`src/rtl/mult_div_unit.sv`:
```
// mult_div_unit: iterative radix-2 multiply/divide unit with HI/LO result registers.
// One multiply or divide step is performed per cycle, so an operation takes XLEN cycles.
//
// Ports:
//   clk        rising-edge clock
//   rst        asynchronous, active-high reset
//   start      request a new operation (accepted in IDLE or DONE only)
//   op         00 MULTU, 01 MULT, 10 DIVU, 11 DIV
//   a, b       multiplicand/dividend and multiplier/divisor
//   flush      aborts any operation in progress; HI/LO are kept
//   busy       high while iterating
//   done       one-cycle pulse when HI/LO have just been written
//   hi, lo     product upper/lower half, or remainder/quotient
module mult_div_unit #(
  parameter int XLEN = 32
) (
  input  logic            clk,
  input  logic            rst,
  input  logic            start,
  input  logic [1:0]      op,
  input  logic [XLEN-1:0] a,
  input  logic [XLEN-1:0] b,
  input  logic            flush,
  output logic            busy,
  output logic            done,
  output logic [XLEN-1:0] hi,
  output logic [XLEN-1:0] lo
);

  localparam int CW = $clog2(XLEN + 1);
  localparam int PW = 2 * XLEN;
  localparam logic [CW-1:0] LAST = CW'(XLEN - 1);

  typedef enum logic [1:0] {IDLE, RUN, DONE} state_t;

  state_t          state, stateNext;
  logic [CW-1:0]   cnt;
  logic            accept, lastStep;

  // Operand/iteration registers (data only, never reset)
  logic            isDiv, negMain, negRem, divZero;
  logic [XLEN-1:0] bMag, aRaw, accHi, accLo;

  logic [XLEN-1:0] stepHi, stepLo, finHi, finLo;
  logic [XLEN:0]   mulSum, remShift;
  logic [XLEN-1:0] remSub;
  logic            remGeq;
  logic [PW-1:0]   prodFinal;

  function automatic logic [XLEN-1:0] condNeg(input logic [XLEN-1:0] x, input logic neg);
    return neg ? (~x + XLEN'(1)) : x;
  endfunction

  function automatic logic [PW-1:0] condNegWide(input logic [PW-1:0] x, input logic neg);
    return neg ? (~x + PW'(1)) : x;
  endfunction

  assign accept   = start && !flush && (state != RUN);
  assign lastStep = (state == RUN) && (cnt == LAST);
  assign busy     = (state == RUN);
  assign done     = (state == DONE);

  // One radix-2 step: multiply keeps {accHi, accLo} as a right-shifting
  // accumulator/multiplier pair; divide keeps remainder in accHi and shifts
  // the dividend out of accLo while quotient bits shift in.
  assign mulSum   = {1'b0, accHi} + {1'b0, (accLo[0] ? bMag : '0)};
  assign remShift = {accHi, accLo[XLEN-1]};
  assign remGeq   = (remShift >= {1'b0, bMag});
  // The difference is always below bMag when taken, so XLEN bits suffice.
  assign remSub   = remShift[XLEN-1:0] - bMag;

  always_comb begin
    stepHi = accHi;
    stepLo = accLo;
    if (isDiv) begin
      stepHi = remGeq ? remSub : remShift[XLEN-1:0];
      stepLo = {accLo[XLEN-2:0], remGeq};
    end else begin
      stepHi = mulSum[XLEN:1];
      stepLo = {mulSum[0], accLo[XLEN-1:1]};
    end
  end

  // Sign correction of the final step result
  assign prodFinal = condNegWide({stepHi, stepLo}, negMain);

  always_comb begin
    finHi = prodFinal[PW-1:XLEN];
    finLo = prodFinal[XLEN-1:0];
    if (isDiv) begin
      if (divZero) begin
        finHi = aRaw;
        finLo = '1;
      end else begin
        finHi = condNeg(stepHi, negRem);
        finLo = condNeg(stepLo, negMain);
      end
    end
  end

  always_comb begin
    stateNext = state;
    if (flush) begin
      stateNext = IDLE;
    end else begin
      case (state)
        IDLE:    if (start) stateNext = RUN;
        RUN:     if (lastStep) stateNext = DONE;
        DONE:    stateNext = start ? RUN : IDLE;
        default: stateNext = IDLE;
      endcase
    end
  end

  // Control and architectural result registers
  always_ff @(posedge clk or posedge rst) begin
    if (rst) begin
      state <= IDLE;
      cnt   <= '0;
      hi    <= '0;
      lo    <= '0;
    end else begin
      state <= stateNext;
      if (accept) begin
        cnt <= '0;
      end else if (state == RUN) begin
        cnt <= cnt + CW'(1);
      end
      if (lastStep && !flush) begin
        hi <= finHi;
        lo <= finLo;
      end
    end
  end

  // Operand latch and iteration datapath
  always_ff @(posedge clk) begin
    if (accept) begin
      isDiv   <= op[1];
      negMain <= op[0] & (a[XLEN-1] ^ b[XLEN-1]);
      negRem  <= op[0] & a[XLEN-1];
      divZero <= (b == '0);
      aRaw    <= a;
      accHi   <= '0;
      accLo   <= condNeg(a, op[0] & a[XLEN-1]);
      bMag    <= condNeg(b, op[0] & b[XLEN-1]);
    end else if (state == RUN) begin
      accHi <= stepHi;
      accLo <= stepLo;
    end
  end

endmodule

```
`config.mk`:
```
export PLATFORM = sky130hd
export DESIGN_NAME = mult_div_unit
export DESIGN_NICKNAME = d
export VERILOG_FILES = /design/src/rtl/mult_div_unit.sv
export SDC_FILE = /design/constraint.sdc
export NUM_CORES = 1
export LEC_CHECK = 0
export CAP_MARGIN = 30
export CORE_MARGIN = 4
export CORE_UTILIZATION = 60
export CTS_CLUSTER_SIZE = 30
export DETAILED_ROUTE_END_ITERATION = 12
export GPL_ROUTABILITY_DRIVEN = 1
export PLACE_DENSITY_LB_ADDON = 0.05
export SKIP_CTS_REPAIR_TIMING = 1
export SYNTH_ARGS = -nofsm -noshare
export SYNTH_HDL_FRONTEND = slang
export SYNTH_SLANG_ARGS = --single-unit
```
`constraint.sdc`:
```
create_clock -name clk -period 12 [get_ports clk]
set_clock_uncertainty 0.05 [all_clocks]
set_input_delay 2.4 -clock clk [delete_from_list [all_inputs] [get_ports clk]]
set_output_delay 2.4 -clock clk [all_outputs]
set_load 0.01 [all_outputs]
```
==> results.md <==
- Clock share of power: 0.220
- Worst hold path type: flip-flop to flip-flop
- FF+latch area: 5450 sq um
- Core area: ~27,000 sq um
- Crit-path max cell delay: between 0.7 and 0.8 ns
- Post-route ant nets: 0
- Post-route setup TNS: 0 ns
- Setup Viol. Count Final: 0
- Area of the die: between 30,000 and 40,000 sq um
- Skew-Pair Late Insertion Delay: between 0.5 and 0.6 ns
- Setup Crit Path Kind: flip-flop to flip-flop
- Area of the multi-input gates: 10,400 sq um
- P_leak: roughly 7.5 nW
- Pin count of the biggest net entering global routing: 73
- Initial DRC count: a little over 2,000
- R2R cell count: 19
- Combinational Power Share: 0.514
- Async SR Flop Fraction: 0.353
- Final-stage net count: ~2,200
- FP Rows: 60
- Worst path slowest cell: or4_1
- Syn avg cell area: slightly above 8 sq um
- Die height: 174 um
- Port bufs: approximately 140
- CP endpoint kind: flip-flop
- Most common cell after layout, fill and taps aside: nand2_1
- Relative slew slack: 0.252
- First-pass GRT wire length: roughly 90,000 um
- Number of global-route vias before repair: between 15,000 and 20,000
- Synth warnings: 0
- Worst-Margin Slew: around 1.1 ns
- Aggregate routed wire length: about 57,000 um
- Sequential power share: 0.266
- P_sw: 1.56 mW
- Internal Power: about 1.9 mW
- Drt wl/cell: ~23 um
- TritonCTS clock tree: yes
- Number of distinct library cells after synthesis: 96
- Tot GR Track Use: 0.365
- First-pass detailed-route iteration total: 6
- Syn_nets: between 2,000 and 2,500
- Cell-by-cell listing of the critical path: inv_1, ha_1, a21oi_1, o21ai_0, a21o_1, o31a_2, nor4_1, buf_4, o21bai_1, ha_1, nand2_1, or4_1, nor4_4, nand2_1, or4_1, o41ai_4, xnor2_1, nor3_2, a221o_1
- Hold Startpoint: hi[3]$_DFFE_PP0P_
- Maximum VDD drop: 0.000232 V
- Seq cells post-synth: 204
- DR WL met3: ~6000 um
- Outcome: completed
- Post-DP HPWL: about 43,000 um
- Metal-1 WL: approximately 23,000 um
- Ant diodes: 0
- Most frequent cells in the layout: 202 x nand2_1, 182 x nor2_1, 178 x a21oi_1, 163 x o21ai_0, 135 x clkdlybuf4s50_1
- Vias per Instance: about 6.7
- Crit Reg-Reg Endpoint: hi[30]$_DFFE_PP0P_
- Clk slew on worst S/H paths: approximately 0.070 ns
- Synth Flop Type: edfxtp_1
- Initial antenna violation count: 0
- Post-layout min period: 6.25 ns
- Worst flop-to-flop path startpoint: bMag[16]$_DFFE_PP_
- Syn Inst Count: between 1,500 and 2,000
- Pre-CTS WS: ~6 ns
- Final period util: 0.521
- Die X: around 170 um
- CTS H-tree depth: 1
- Worst path bufs/invs: 2
- Post-Syn Area: about 17,000 sq um
- Maxcap violations: 0
- DRC viols: 0
- Delay-heaviest family, CP: simple AND/OR/NAND/NOR gates
- Total grt overflow: 0
- Setup ws final: 5.75 ns
- Fmax: roughly 160 MHz
- Area Overhead vs Synth: 14.6%
- Crit path DAT: 6.61 ns
- CTS max path bufs: 3
- GP Congestion: 0.983
- Count of final hold-check violations: 0
- Sequential share of the synthesized area: 0.328
- Starting Density: 0.612
- Critical Path Source Type: flip-flop
- Switching Share: 0.447
- Worst EP required: roughly 12 ns
- RSZ-0062 raised after global routing: false
- EDFF count, synth: 100
- Flop2flop setup slack: 5.75 ns
- DR vias: 16,500
- CTS root buffer: clkbuf_16
- Num CTS Buffers: 24
- IO Count: 136
- Slew Viols, Final: 0
- Hold endpoint: hi[3]$_DFFE_PP0P_
- Layout cell share with drive strength beyond 1: 0.0567
- Fill count: 2,224
- Pwr/cell area: roughly 180 nW/um^2
- Met2 WL: approximately 26,000 um
- Critical Path Fanout Max: 12
- Top Metal Used: met4
- Hold Path Depth: 2
- Sink Count: between 200 and 250
==> layer usage <==
layer  up-vias  track usage
met5         -            0
met3       175       0.0729
met4         0        0.131
met2      1006        0.573
li1       7508            -
met1      7856        0.503
==> layout make-up <==
| cell class | instances | share of cell area |
|---|---|---|
| repair buffers | 156 | 0.0805 |
| clock buffers | 30 | 0.0356 |
| inverters | 79 | 0.0156 |
| flip-flops and latches | 204 | 0.287 |
| well taps | 372 | 0.0245 |
| clock inverters | 14 | 0.00738 |
| multi-input cells | 1614 | 0.550 |
==> worst max-delay path by stage <==
stage                                  start                  to  slack, ns  cells past startpoint
after global routing      bMag[16]$_DFFE_PP_  hi[30]$_DFFE_PP0P_       5.43                     19
after CTS                 bMag[16]$_DFFE_PP_  hi[30]$_DFFE_PP0P_       5.88                     19
after global placement    bMag[16]$_DFFE_PP_  hi[30]$_DFFE_PP0P_       6.10                     19
final                     bMag[16]$_DFFE_PP_  hi[30]$_DFFE_PP0P_       5.75                     19
after detailed placement  bMag[16]$_DFFE_PP_  hi[30]$_DFFE_PP0P_       5.90                     19
after floorplan           bMag[16]$_DFFE_PP_  hi[30]$_DFFE_PP0P_       6.59                     22
==> synth_stat cells (6+ instances only) <==
master,n,area (sq um)
o41ai_1,13,114
a31oi_1,20,125
o21a_1,14,105
dfxtp_1,32,641
and3_1,10,62.6
a21o_1,24,180
a22o_1,15,131
nand2_1,203,762
nor2b_1,10,62.6
a211oi_1,17,128
o21ai_0,163,816
inv_1,76,285
nand3_1,41,205
o31ai_1,33,248
o211ai_1,30,225
o22ai_1,7,43.8
and2_1,46,288
mux2_2,11,124
nor2_1,184,691
nor4_1,26,163
nand4_1,30,188
or3_1,30,188
or4_1,10,75.1
ha_1,69,863
buf_2,20,100
xnor2_1,104,911
xor2_1,76,666
o311ai_0,8,70.1
mux2i_1,46,460
clkbuf_1,69,259
or2_2,14,87.6
dfrtp_1,72,1800
nor3_1,41,205
edfxtp_1,100,3000
o211a_1,6,60.1
a21oi_1,178,891
nand2b_1,15,93.8
buf_1,12,45.0
==> per-stage QoR <==
step | hold WS [ns] | std cells | util | instance area [sq um] | total power, mW
2_1_floorplan | 0.396 | 1999 | - | 16600 | 2.14
3_3_place_gp | 0.413 | 2424 | 0.670 | 18200 | 2.63
3_5_place_dp | 0.420 | 2424 | 0.670 | 18200 | 2.65
4_1_cts | 0.433 | 2468 | 0.700 | 19000 | 3.43
5_1_grt | 0.447 | 2469 | 0.701 | 19000 | 3.66
6_report | 0.434 | 2469 | 0.701 | 19000 | 3.48
==> flip-flops by register name, summed over array words and instances, names as in the netlist <==
signal / count
isDiv: 1
hi: 32
negMain: 1
accLo: 32
bMag: 32
state: 2
divZero: 1
negRem: 1
cnt: 6
lo: 32
aRaw: 32
accHi: 32
==> logic make-up after synthesis <==
family | after synthesis | synth area share
AND/OR/NAND/NOR | 692 | 0.204
XOR/XNOR | 180 | 0.0951
adder cells (fa/ha/maj) | 71 | 0.0545
buffers and inverters | 181 | 0.0429
AO/OA/AOI/OAI | 614 | 0.239
flip-flops | 204 | 0.328
multiplexers | 57 | 0.0352
==> power by group through the flow <==
stage / logic [mW] / clock network (mW) / registers, mW
6_report: 1.79 / 0.766 / 0.925
5_1_grt: 1.93 / 0.795 / 0.934
3_5_place_dp: 1.72 / 0 / 0.934
4_1_cts: 1.74 / 0.768 / 0.921
2_1_floorplan: 1.24 / 0 / 0.899
3_3_place_gp: 1.70 / 0 / 0.930
==> tightest hold or removal path: stages (launching register included) <==
cell	delay, ns
dfrtp_1	0.34
nand2_1	0.05
o21ai_0	0.06
Note: power is estimated with default switching activity, not from simulation.
